--- src/rtl/sr_tx_gen_if.sv ---
// sr_tx_gen_if: frame request / shift-register bus for sr_tx_gen.
// master drives the request side, slave is the transmitter.
interface sr_tx_gen_if #(
  parameter int DATA_W = 32
) ();
  logic              start;
  logic [DATA_W-1:0] data;
  logic              busy_nxt;
  logic              busy;
  logic              SRCLK;
  logic              SER;
  logic              RCLK;
  logic              finish;

  modport master (
    output start, data, busy_nxt,
    input  busy, SRCLK, SER, RCLK, finish
  );

  modport slave (
    input  start, data, busy_nxt,
    output busy, SRCLK, SER, RCLK, finish
  );
endinterface

--- src/rtl/sr_tx_gen.sv ---
// sr_tx_gen: serialises a frame onto SER/SRCLK and latches it with RCLK.
// Define SR_TX_GEN_SRCLR_EN for a one-cycle SRCLR_n clear before shifting.
module sr_tx_gen #(
  parameter int DATA_W    = 32,
  parameter int CLK_DIV   = 1,
  parameter int RCLK_W    = 1,
  parameter int MSB_FIRST = 1
) (
  input  logic       clk,
  input  logic       rst,
  sr_tx_gen_if.slave bus
`ifdef SR_TX_GEN_SRCLR_EN
  ,
  output logic       SRCLR_n
`endif
);

  if (DATA_W < 1 || DATA_W > 64) begin : g_bad_data_w
    $error("sr_tx_gen: DATA_W must be 1..64");
  end
  if (CLK_DIV < 1 || CLK_DIV > 255) begin : g_bad_clk_div
    $error("sr_tx_gen: CLK_DIV must be 1..255");
  end
  if (RCLK_W < 1 || RCLK_W > 15) begin : g_bad_rclk_w
    $error("sr_tx_gen: RCLK_W must be 1..15");
  end
  if (MSB_FIRST < 0 || MSB_FIRST > 1) begin : g_bad_msb
    $error("sr_tx_gen: MSB_FIRST must be 0 or 1");
  end

  localparam int BW = $clog2(DATA_W + 1);
  localparam logic [BW-1:0] LAST    = BW'(DATA_W - 1);
  localparam logic [7:0]    DIV_LD  = 8'(CLK_DIV - 1);
  localparam logic [3:0]    RCLK_LD = 4'(RCLK_W - 1);
  localparam bit            MSB     = (MSB_FIRST != 0);

`ifdef SR_TX_GEN_SRCLR_EN
  typedef enum logic [1:0] {
    S_IDLE, S_SHIFT, S_LATCH, S_CLR
  } state_t;
`else
  typedef enum logic [1:0] {
    S_IDLE, S_SHIFT, S_LATCH
  } state_t;
`endif

  state_t state;
  state_t state_nxt;

  logic              start_q;
  logic [DATA_W-1:0] sreg;
  logic [7:0]        div_cnt;
  logic              phase;
  logic [BW-1:0]     bit_cnt;
  logic [3:0]        rclk_cnt;

  logic trig;
  logic half_end;
  logic last_bit;
  logic latch_end;
  logic ser_bit;

  assign trig      = bus.start && !start_q
                   && (state == S_IDLE);
  assign half_end  = (div_cnt == 8'd0);
  assign last_bit  = half_end && phase
                   && (bit_cnt == LAST);
  assign latch_end = (state == S_LATCH)
                   && (rclk_cnt == 4'd0);
  assign ser_bit   = MSB ? sreg[DATA_W-1]
                         : sreg[0];

  // state register
  always_ff @(posedge clk) begin
    if (rst) state <= S_IDLE;
    else     state <= state_nxt;
  end

  // next-state: idle -> (clr) -> shift -> latch -> idle
  always_comb begin
    state_nxt = state;
    case (state)
      S_IDLE: begin
        if (trig) begin
`ifdef SR_TX_GEN_SRCLR_EN
          state_nxt = S_CLR;
`else
          state_nxt = S_SHIFT;
`endif
        end
      end
`ifdef SR_TX_GEN_SRCLR_EN
      S_CLR:   state_nxt = S_SHIFT;
`endif
      S_SHIFT: if (last_bit) state_nxt = S_LATCH;
      S_LATCH: if (latch_end) state_nxt = S_IDLE;
      default: state_nxt = S_IDLE;
    endcase
  end

  // outputs decoded from state and SRCLK phase
  always_comb begin
    bus.busy  = (state != S_IDLE);
    bus.SRCLK = (state == S_SHIFT) && phase;
    bus.RCLK  = (state == S_LATCH);
    bus.SER   = ((state == S_SHIFT)
              || (state == S_LATCH)) && ser_bit;
`ifdef SR_TX_GEN_SRCLR_EN
    SRCLR_n   = (state != S_CLR);
`endif
  end

  // shift register, half-period divider, bit and latch counters
  always_ff @(posedge clk) begin
    if (rst) begin
      start_q  <= 1'b0;
      sreg     <= '0;
      div_cnt  <= '0;
      phase    <= 1'b0;
      bit_cnt  <= '0;
      rclk_cnt <= '0;
    end else begin
      start_q <= bus.start;
      if (trig) begin
        sreg    <= bus.data;
        div_cnt <= DIV_LD;
        phase   <= 1'b0;
        bit_cnt <= '0;
      end else if (state == S_SHIFT) begin
        if (half_end) begin
          div_cnt <= DIV_LD;
          phase   <= ~phase;
          if (phase) begin
            bit_cnt <= bit_cnt + 1'b1;
            if (bit_cnt == LAST)
              rclk_cnt <= RCLK_LD;
            else if (MSB)
              sreg <= sreg << 1;
            else
              sreg <= sreg >> 1;
          end
        end else begin
          div_cnt <= div_cnt - 1'b1;
        end
      end else if (state == S_LATCH
                   && rclk_cnt != 4'd0) begin
        rclk_cnt <= rclk_cnt - 1'b1;
      end
    end
  end

  // sticky finish: set at latch end, cleared by busy_nxt or a new frame
  always_ff @(posedge clk) begin
    if (rst)
      bus.finish <= 1'b0;
    else if (latch_end)
      bus.finish <= 1'b1;
    else if (trig || bus.busy_nxt)
      bus.finish <= 1'b0;
  end

endmodule

--- src/flat_wrapper.sv ---
// flat-port wrapper written by rule: the top's interface ports become plain ports
module sr_tx_gen_flat 
#(
  parameter int DATA_W    = 32,
  parameter int CLK_DIV   = 1,
  parameter int RCLK_W    = 1,
  parameter int MSB_FIRST = 1
)
  (clk, rst, bus_start, bus_data, bus_busy_nxt, bus_busy, bus_SRCLK, bus_SER, bus_RCLK, bus_finish);
  sr_tx_gen_if #(.DATA_W(DATA_W)) bus_i ();
  input  logic clk;
  input  logic rst;
  input wire logic [$bits(bus_i.start)-1:0] bus_start;
  input wire logic [$bits(bus_i.data)-1:0] bus_data;
  input wire logic [$bits(bus_i.busy_nxt)-1:0] bus_busy_nxt;
  output wire logic [$bits(bus_i.busy)-1:0] bus_busy;
  output wire logic [$bits(bus_i.SRCLK)-1:0] bus_SRCLK;
  output wire logic [$bits(bus_i.SER)-1:0] bus_SER;
  output wire logic [$bits(bus_i.RCLK)-1:0] bus_RCLK;
  output wire logic [$bits(bus_i.finish)-1:0] bus_finish;
  assign bus_i.start = bus_start;
  assign bus_i.data = bus_data;
  assign bus_i.busy_nxt = bus_busy_nxt;
  assign bus_busy = bus_i.busy;
  assign bus_SRCLK = bus_i.SRCLK;
  assign bus_SER = bus_i.SER;
  assign bus_RCLK = bus_i.RCLK;
  assign bus_finish = bus_i.finish;
  sr_tx_gen #(.DATA_W(DATA_W), .CLK_DIV(CLK_DIV), .RCLK_W(RCLK_W), .MSB_FIRST(MSB_FIRST)) u_core (.clk(clk), .rst(rst), .bus(bus_i));
endmodule
--- config.mk ---
export PLATFORM = sky130hd
export DESIGN_NAME = sr_tx_gen_flat
export DESIGN_NICKNAME = d
export VERILOG_FILES = /design/src/rtl/sr_tx_gen_if.sv /design/src/rtl/sr_tx_gen.sv /design/src/flat_wrapper.sv
export SDC_FILE = /design/constraint.sdc
export NUM_CORES = 1
export LEC_CHECK = 0
export CAP_MARGIN = 25
export CELL_PAD_IN_SITES_DETAIL_PLACEMENT = 1
export CELL_PAD_IN_SITES_GLOBAL_PLACEMENT = 2
export CORE_ASPECT_RATIO = 0.75
export CORE_MARGIN = 2
export CORE_UTILIZATION = 30
export CTS_CLUSTER_SIZE = 14
export DETAILED_ROUTE_END_ITERATION = 10
export PLACE_DENSITY_LB_ADDON = 0.08
export REMOVE_ABC_BUFFERS = 1
export SKIP_CTS_REPAIR_TIMING = 1
export SLEW_MARGIN = 20
export SYNTH_ARGS = -nofsm -noshare
export SYNTH_HDL_FRONTEND = slang
export SYNTH_SLANG_ARGS = --single-unit
export TNS_END_PERCENT = 20
--- constraint.sdc ---
create_clock -name clk -period 1.9 [get_ports clk]
set_input_delay 0.38 -clock clk [delete_from_list [all_inputs] [get_ports clk]]
set_output_delay 0.38 -clock clk [all_outputs]
set_load 0.02 [all_outputs]
==> results_tabular.tex, run 1 <==
\begin{tabular}{lr}
\hline
Metric & Value \\
\hline
\multicolumn{2}{l}{\textbf{Detailed routing}} \\
Count of TritonRoute iterations in the first routing pass & 4 \\
Number of routed nets with antenna violations & 0 \\
Average detailed-routed wire length per instance & 14.3 um \\
Number of DRC violations after detailed routing & 0 \\
Starting DRT DRC Count & 72 \\
Vias after detailed routing & 2238 \\
Overall routed net length & 6880 um \\
Via density per instance & 4.66 \\
\multicolumn{2}{l}{\textbf{Logic synthesis}} \\
Largest family of logic cells by synthesized area & compound AO/OA/AOI/OAI gates \\
Xor/xnor share of the synthesized area & 3.83\% \\
Share of the yosys chip area belonging to registers & 40.1\% \\
Fraction of synthesized area in multiplexers & 11.7\% \\
Cell types with the largest area share after synthesis & sky130\_fd\_sc\_hd\_\_dfxtp\_1, sky130\_fd\_sc\_hd\_\_a211oi\_2, sky130\_fd\_sc\_hd\_\_mux2i\_1 \\
Area share of the largest cell type after synthesis & 40.1\% \\
Post-synthesis simple-gate area fraction & 15.3\% \\
Count of cell types in the netlist & 36 \\
Most used DFF post-synth & sky130\_fd\_sc\_hd\_\_dfxtp\_1 \\
Count of state elements after synthesis & 55 \\
Adder-cell share of the synthesized area & 4.10\% \\
Number of instances in the synthesized netlist & 285 \\
Count of yosys warnings during synthesis & 0 \\
Syn Std Cell Area & 2750 um2 \\
Biggest area consumer among synthesized cells & sky130\_fd\_sc\_hd\_\_dfxtp\_1 \\
Mean instance size in the synthesized netlist & 9.63 um2 \\
Post-synthesis async set-or-reset flop share & 0\% \\
Compound-Gate Fraction of Synth Area & 19.2\% \\
Count of flip-flops with a built-in enable after synthesis & 0 \\
\multicolumn{2}{l}{\textbf{Setup path}} \\
Critical path data arrival time & 2.31 ns \\
Setup crit start kind & register \\
Critical Path, Cell by Cell & inv\_2 > ha\_2 > or3b\_4 > or3\_4 > o21ai\_4 > buf\_12 > buf\_12 > buf\_12 > buf\_6 > a211oi\_2 \\
CP most frequent cell & sky130\_fd\_sc\_hd\_\_buf\_12 \\
Cell type group with the largest total delay on the critical path & simple AND/OR/NAND/NOR gates \\
Highest net fanout along the worst path & 7 \\
Worst Setup Path Type & reg -> reg \\
Worst path buffer plus inverter count & 5 \\
Slowest stage delay, CP & 0.40 ns \\
Worst endpoint required time & 2.07 ns \\
Register-to-register setup slack & -0.24 ns \\
Crit. End Element & register \\
Library cell contributing the largest single delay on the critical path & sky130\_fd\_sc\_hd\_\_or3\_4 \\
\multicolumn{2}{l}{\textbf{Floorplan}} \\
Overall die area & 9940 um2 \\
Horizontal die dimension & 114 um \\
Core Area & 8970 um2 \\
Standard-cell row count & 30 \\
Initial Utilization & 30.6\% \\
Boundary Pins & 41 \\
Die height & 86.8 um \\
\multicolumn{2}{l}{\textbf{STA}} \\
Final setup violation count & 37 \\
Final Hold Viols & 0 \\
Pin slew with the least headroom to its limit & 0.444 ns \\
Headroom to the max-slew limit & 70.4\% \\
Final Worst Setup Slack & -0.241 ns \\
Final worst clock skew & 0.00897 ns \\
Final Max Slew Viols & 0 \\
Minimum clock period & 2.14 ns \\
Maximum clock frequency & 467 MHz \\
Unrepaired setup endpoints after global routing & yes \\
Period utilisation layout & 113\% \\
\multicolumn{2}{l}{\textbf{Place}} \\
GP Congestion & 0.708 \\
Placed wire-length estimate after detailed placement & 4660 um \\
Input/output buffers & 40 \\
\multicolumn{2}{l}{\textbf{CTS}} \\
CTS Buffer Depth & 2 \\
Clock network latency to the later pin of the worst-skew pair & 0.30 ns \\
CTS sink count & 55 \\
Number of clock buffers inserted by TritonCTS & 5 \\
Library cell used as clock root buffer & sky130\_fd\_sc\_hd\_\_clkbuf\_16 \\
Register clock-pin slew on the reported worst setup and hold paths & 0.07 ns \\
Clock tree from TritonCTS & built \\
Level count of the clock H-tree & 2 \\
\multicolumn{2}{l}{\textbf{Run status}} \\
Outcome & complete, but fails checks \\
Failing checks & negative setup slack \\
\multicolumn{2}{l}{\textbf{Finish}} \\
Layout cells sized above 1 & 31.8\% \\
Area growth from synthesis to layout & 44.6\% \\
Final \#Nets & 412 \\
Post-layout util & 44.3\% \\
Antenna Diode Count & 0 \\
\multicolumn{2}{l}{\textbf{Power}} \\
Worst IR drop on VDD & 0.393 mV \\
Power per unit of standard cell area & 1260 nW/um2 \\
Total design power & 5.02 mW \\
Leak & 1.67 nW \\
\multicolumn{2}{l}{\textbf{Worst hold path}} \\
Class of the most critical hold timing path & reg -> reg \\
\multicolumn{2}{l}{\textbf{Flow run}} \\
Number of max-cap violations & 0 \\
\multicolumn{2}{l}{\textbf{GRT}} \\
Pin count of the biggest net entering global routing & 32 \\
Number of antenna violations at the first check in global routing & 0 \\
Vias in the first global route & 2255 \\
Overflow left after global routing & 0 \\
Global Route Usage Sum & 14.0\% \\
First-pass GRT wire length & 10700 um \\
\hline
\end{tabular}
per-stage QoR:
stage	cells	hold WS (ns)	setup WS (ns)	instance area (um2)	setup TNS, ns
after floorplan	266	0.445	-1.34	2640	-59.52
after global placement	452	0.470	-0.206	3490	-6.85
after detailed placement	452	0.478	-0.282	3490	-8.20
after CTS	460	0.488	-0.337	3670	-9.08
after global routing	480	0.518	-0.311	3970	-8.28
final	480	0.483	-0.241	3970	-5.51
where the power goes:
part	switching, mW	internal (mW)
clock	0.446	0.657
combinational	1.11	1.27
sequential	0.138	1.40
total	1.69	3.33
cell usage after synthesis, drive strengths merged, types with 6 or more instances:
cell type and number:
a21oi 6, mux2i 32, o21ai 6, ha 9
nand2b 8, inv 14, nand2 9, dfxtp 55
xnor2 8, buf 7, nor2 51, clkbuf 12
a211oi 32, nor3 6
worst reg2reg max path, cell delays in order (launching register included):
cell and delay, ns:
sky130_fd_sc_hd__dfxtp_2 0.32, sky130_fd_sc_hd__inv_2 0.05, sky130_fd_sc_hd__ha_2 0.15, sky130_fd_sc_hd__or3b_4 0.37, sky130_fd_sc_hd__or3_4 0.40, sky130_fd_sc_hd__o21ai_4 0.19
sky130_fd_sc_hd__buf_12 0.16, sky130_fd_sc_hd__buf_12 0.13, sky130_fd_sc_hd__buf_12 0.12, sky130_fd_sc_hd__buf_6 0.09, sky130_fd_sc_hd__a211oi_2 0.04
logic make-up after synthesis:
group,count (synthesis)
AOI/OAI and AO/OA,53
xor gates and xnor gates,12
adders and majority gates,9
buffers and inverters,33
DFF,55
muxes,32
and+or+nand+nor,91
per-layer routing:
layer | wire length (um) | up-vias | track usage [%]
met5 | 0 | - | 0
met3 | 283 | 8 | 3.78
met1 | 3480 | 1048 | 18.9
met2 | 3020 | 29 | 21.1
li1 | - | 1153 | -
met4 | 105 | 0 | 5.65
area by class of cell:
class                      count  area (um2)
clock buffer                   6         139
clock inverter                 2        35.0
fill                         994        5000
inverter                      14        52.6
multi-input combinational    197        1580
sequential                    55        1100
tap                          112         140
timing repair buffer          94         925
sequential cells by signal, indices dropped and copies added (netlist names):
name	flops
u_core.bit_cnt	6
u_core.bus.finish	1
u_core.div_cnt	8
u_core.phase	1
u_core.rclk_cnt	4
u_core.sreg	32
u_core.start_q	1
u_core.state	2
worst paths after layout:
kind,from,to,depth (start not counted)
max,u_core.div_cnt[1],u_core.sreg[25],10
min,u_core.bit_cnt[1],u_core.bit_cnt[1],2
max reg2reg,u_core.div_cnt[1],u_core.sreg[25],10
min reg2reg,u_core.bit_cnt[1],u_core.bit_cnt[1],2
placed cells by master, fill, tap and decap left out, drive strengths merged, types with 8 or more instances in the layout:
master         instances
mux2i                 32
buf                   53
clkdlybuf4s50         35
inv                   14
clkbuf                 9
dfxtp                 55
nand2b                 8
ha                     9
nand2                  9
xnor2                  8
nor2                  51
a211oi                32
Power figures use the tool's default switching activity.
==> run 2, diff against run 1 <==
==> constraint.sdc (replaced) <==
create_clock -name clk -period 1.9 [get_ports clk]
set_input_delay 0.19 -clock clk [delete_from_list [all_inputs] [get_ports clk]]
set_output_delay 0.19 -clock clk [all_outputs]
set_load 0.02 [all_outputs]
==> run 2 against run 1 <==
Effect of this change:
- the flow still finishes with violations (negative setup slack)
- die area unchanged
- worst hold slack got worse by 0.12 ns
- clock skew decreased by 0.0032 ns
- first-iteration DRC count fell by 21%
- clock power fell by 6%
- highest routed layer unchanged
==> results_tabular.tex, run 2 (synthesis results as in run 1) <==
\begin{tabular}{lr}
\hline
Metric & Value \\
\hline
\multicolumn{2}{l}{\textbf{Finish}} \\
Top flop regs & u\_core.sreg x32, u\_core.div\_cnt x8, u\_core.bit\_cnt x6 \\
Layout Cell Area excl Fill & 3900 um2 (-1.8\%) \\
Final \#Nets & 405 (-1.7\%) \\
Non-filler instance count after layout & 472 (-1.7\%) \\
Register containing the most flip-flops in the final layout & u\_core.sreg \\
Number of flip-flops in the largest register & 32 (unchanged) \\
Post-layout util & 43.5\% (-0.79 points) \\
Antenna Diode Count & 0 (unchanged) \\
Most frequent standard cell in the layout excluding fill and tap cells & sky130\_fd\_sc\_hd\_\_dfxtp\_1 \\
Commonest cells after routing, fill and taps aside & sky130\_fd\_sc\_hd\_\_dfxtp\_1, sky130\_fd\_sc\_hd\_\_nor2\_1, sky130\_fd\_sc\_hd\_\_buf\_4 \\
Area growth from synthesis to layout & 42.0\% \\
Layout cells sized above 1 & 30.3\% (-1.5 points) \\
\multicolumn{2}{l}{\textbf{STA}} \\
Unrepaired setup endpoints after global routing & yes \\
Period utilisation layout & 115\% (+1.9 points) \\
Minimum clock period & 2.18 ns (+0.0360 ns) \\
Headroom to the max-slew limit & 58.3\% (-12 points) \\
Final Worst Setup Slack & -0.277 ns (-0.0360 ns) \\
Pin slew with the least headroom to its limit & 0.625 ns (+0.181 ns) \\
Final Max Slew Viols & 0 (unchanged) \\
Final setup violation count & 35 (-5.4\%) \\
Final worst clock skew & 0.00576 ns (-0.00321 ns) \\
Final Hold Viols & 0 (unchanged) \\
Maximum clock frequency & 459 MHz (-1.7\%) \\
Post-route setup TNS & -6.20 ns (-0.690 ns) \\
\multicolumn{2}{l}{\textbf{Floorplan}} \\
Overall die area & 9940 um2 (unchanged) \\
Horizontal die dimension & 114 um (unchanged) \\
Core Area & 8970 um2 (unchanged) \\
Die height & 86.8 um (unchanged) \\
Initial Utilization & 30.6\% (unchanged) \\
Standard-cell row count & 30 (unchanged) \\
Boundary Pins & 41 (unchanged) \\
\multicolumn{2}{l}{\textbf{GRT}} \\
Global Route Usage Sum & 13.4\% (-0.55 points) \\
Vias in the first global route & 2163 (-4.1\%) \\
Number of antenna violations at the first check in global routing & 0 (unchanged) \\
Pin count of the biggest net entering global routing & 44 (+38\%) \\
First-pass GRT wire length & 10600 um (-1.6\%) \\
Overflow left after global routing & 0 (unchanged) \\
\multicolumn{2}{l}{\textbf{Setup path}} \\
Crit. End Element & register \\
Worst endpoint required time & 2.05 ns (-0.02 ns) \\
Worst Setup Path Type & reg -> reg \\
Reg-to-Reg Start & u\_core.div\_cnt[0] \\
Setup crit start kind & register \\
Worst setup path start & u\_core.div\_cnt[0] \\
Highest net fanout along the worst path & 8 (+1) \\
Critical path data arrival time & 2.33 ns (+0.02 ns) \\
Register-to-register setup slack & -0.28 ns (-0.04 ns) \\
Reg2reg path depth & 10 (unchanged) \\
Critical Path End & u\_core.sreg[23] \\
Capture point of the worst reg-to-reg path & u\_core.sreg[23] \\
\multicolumn{2}{l}{\textbf{Flow run}} \\
Number of max-cap violations & 0 (unchanged) \\
\multicolumn{2}{l}{\textbf{Place}} \\
Post-detailed-placement cell area & 3500 um2 (+0.29\%) \\
Worst slack at placement & -0.278 ns (+0.00409 ns) \\
Placed wire-length estimate after detailed placement & 4590 um (-1.5\%) \\
GP Congestion & 0.723 (+2.1\%) \\
Number of placed cells counting well taps & 450 (-0.44\%) \\
Input/output buffers & 40 (unchanged) \\
\multicolumn{2}{l}{\textbf{Worst hold path}} \\
Class of the most critical hold timing path & in -> reg \\
Count of cells along the worst hold path & 4 (+2) \\
\multicolumn{2}{l}{\textbf{CTS}} \\
Library cell used as clock root buffer & sky130\_fd\_sc\_hd\_\_clkbuf\_16 \\
CTS Buffer Depth & 2 (unchanged) \\
CTS sink count & 55 (unchanged) \\
Register clock-pin slew on the reported worst setup and hold paths & 0.07 ns (about the same) \\
Level count of the clock H-tree & 2 (unchanged) \\
Clock network latency to the later pin of the worst-skew pair & 0.29 ns (about the same) \\
Clock tree from TritonCTS & built \\
Number of clock buffers inserted by TritonCTS & 5 (unchanged) \\
\multicolumn{2}{l}{\textbf{Detailed routing}} \\
Average detailed-routed wire length per instance & 13.9 um (-3.2\%) \\
Number of DRC violations after detailed routing & 0 (unchanged) \\
Starting DRT DRC Count & 57 (-21\%) \\
Vias after detailed routing & 2211 (-1.2\%) \\
Via density per instance & 4.68 (+0.47\%) \\
Overall routed net length & 6550 um (-4.8\%) \\
Count of TritonRoute iterations in the first routing pass & 4 (unchanged) \\
Number of routed nets with antenna violations & 0 (unchanged) \\
\multicolumn{2}{l}{\textbf{Run status}} \\
Failing checks & negative setup slack \\
Outcome & complete, but fails checks \\
\multicolumn{2}{l}{\textbf{Power}} \\
Leak & 1.63 nW (-2.5\%) \\
Worst IR drop on VDD & 0.464 mV (+18\%) \\
Power per unit of standard cell area & 1240 nW/um2 (-1.7\%) \\
\hline
\end{tabular}
-- run 2: cell count changes in the layout (fill, tap and decap cells not counted), sizes merged --
cell	delta
buf	-6
clkbuf	-3
clkinv	-1
clkinvlp	+1
dlymetal6s2s	+1
-- run 2: cell type report --
class,count,area [um2]
Clock inverter,2,37.5
Multi-Input combinational cell,197,1570
Fill cell,1006,5070
Tap cell,112,140
Clock buffer,5,125
Inverter,14,52.6
Sequential cell,55,1100
Timing Repair Buffer,87,875
-- run 2: worst min-delay path by stage --
stage	from	to	slack (ns)
floorplan	rst	u_core.sreg[10]	0.25
finish	rst	u_core.bit_cnt[3]	0.36
CTS	rst	u_core.bit_cnt[3]	0.37
detailed placement	u_core.bit_cnt[1]	u_core.bit_cnt[1]	0.48
global route	rst	u_core.bit_cnt[3]	0.40
global placement	u_core.bit_cnt[1]	u_core.bit_cnt[1]	0.47
-- run 2: layer usage --
metal	up-vias	part of all wire, %	GRT usage, %
met1	1032	53	19.1
met3	7	3.4	3.01
met4	0	1.1	3.99
met5	-	0	0
met2	29	43	20.3
li1	1143	-	-
-- run 2: per-stage QoR --
| step | power, mW | hold WS [ns] |
|---|---|---|
| 6_report | 4.84 | 0.360 |
| 3_5_place_dp | 3.57 | 0.478 |
| 5_1_grt | 5.20 | 0.404 |
| 2_1_floorplan | 2.75 | 0.255 |
| 4_1_cts | 4.64 | 0.367 |
| 3_3_place_gp | 3.54 | 0.469 |
-- run 2: critical path, cell delays in order, from the launching register on --
cell and delay (ns):
sky130_fd_sc_hd__dfxtp_2 0.33, sky130_fd_sc_hd__inv_2 0.05, sky130_fd_sc_hd__ha_1 0.14, sky130_fd_sc_hd__or3b_4 0.37, sky130_fd_sc_hd__or3_4 0.40, sky130_fd_sc_hd__o21ai_4 0.19
sky130_fd_sc_hd__buf_12 0.16, sky130_fd_sc_hd__buf_12 0.12, sky130_fd_sc_hd__buf_8 0.12, sky130_fd_sc_hd__buf_6 0.10, sky130_fd_sc_hd__a211oi_2 0.04
-- run 2: report_power, final --
group	leakage, nW	switching (mW)	internal [mW]
clock	0.0759	0.414	0.615
sequential	0.451	0.141	1.40
combinational	1.11	1.08	1.20
total	1.63	1.63	3.21
==> run 3, diff against run 2 <==
--- a/config.mk
+++ b/config.mk
@@ -11,7 +11,6 @@
 export CORE_ASPECT_RATIO = 0.75
 export CORE_MARGIN = 2
 export CORE_UTILIZATION = 30
-export CTS_CLUSTER_SIZE = 14
 export DETAILED_ROUTE_END_ITERATION = 10
 export PLACE_DENSITY_LB_ADDON = 0.08
 export REMOVE_ABC_BUFFERS = 1
==> results of run 3 <==
Final layout, timing and power as in run 2 (identical DEF).
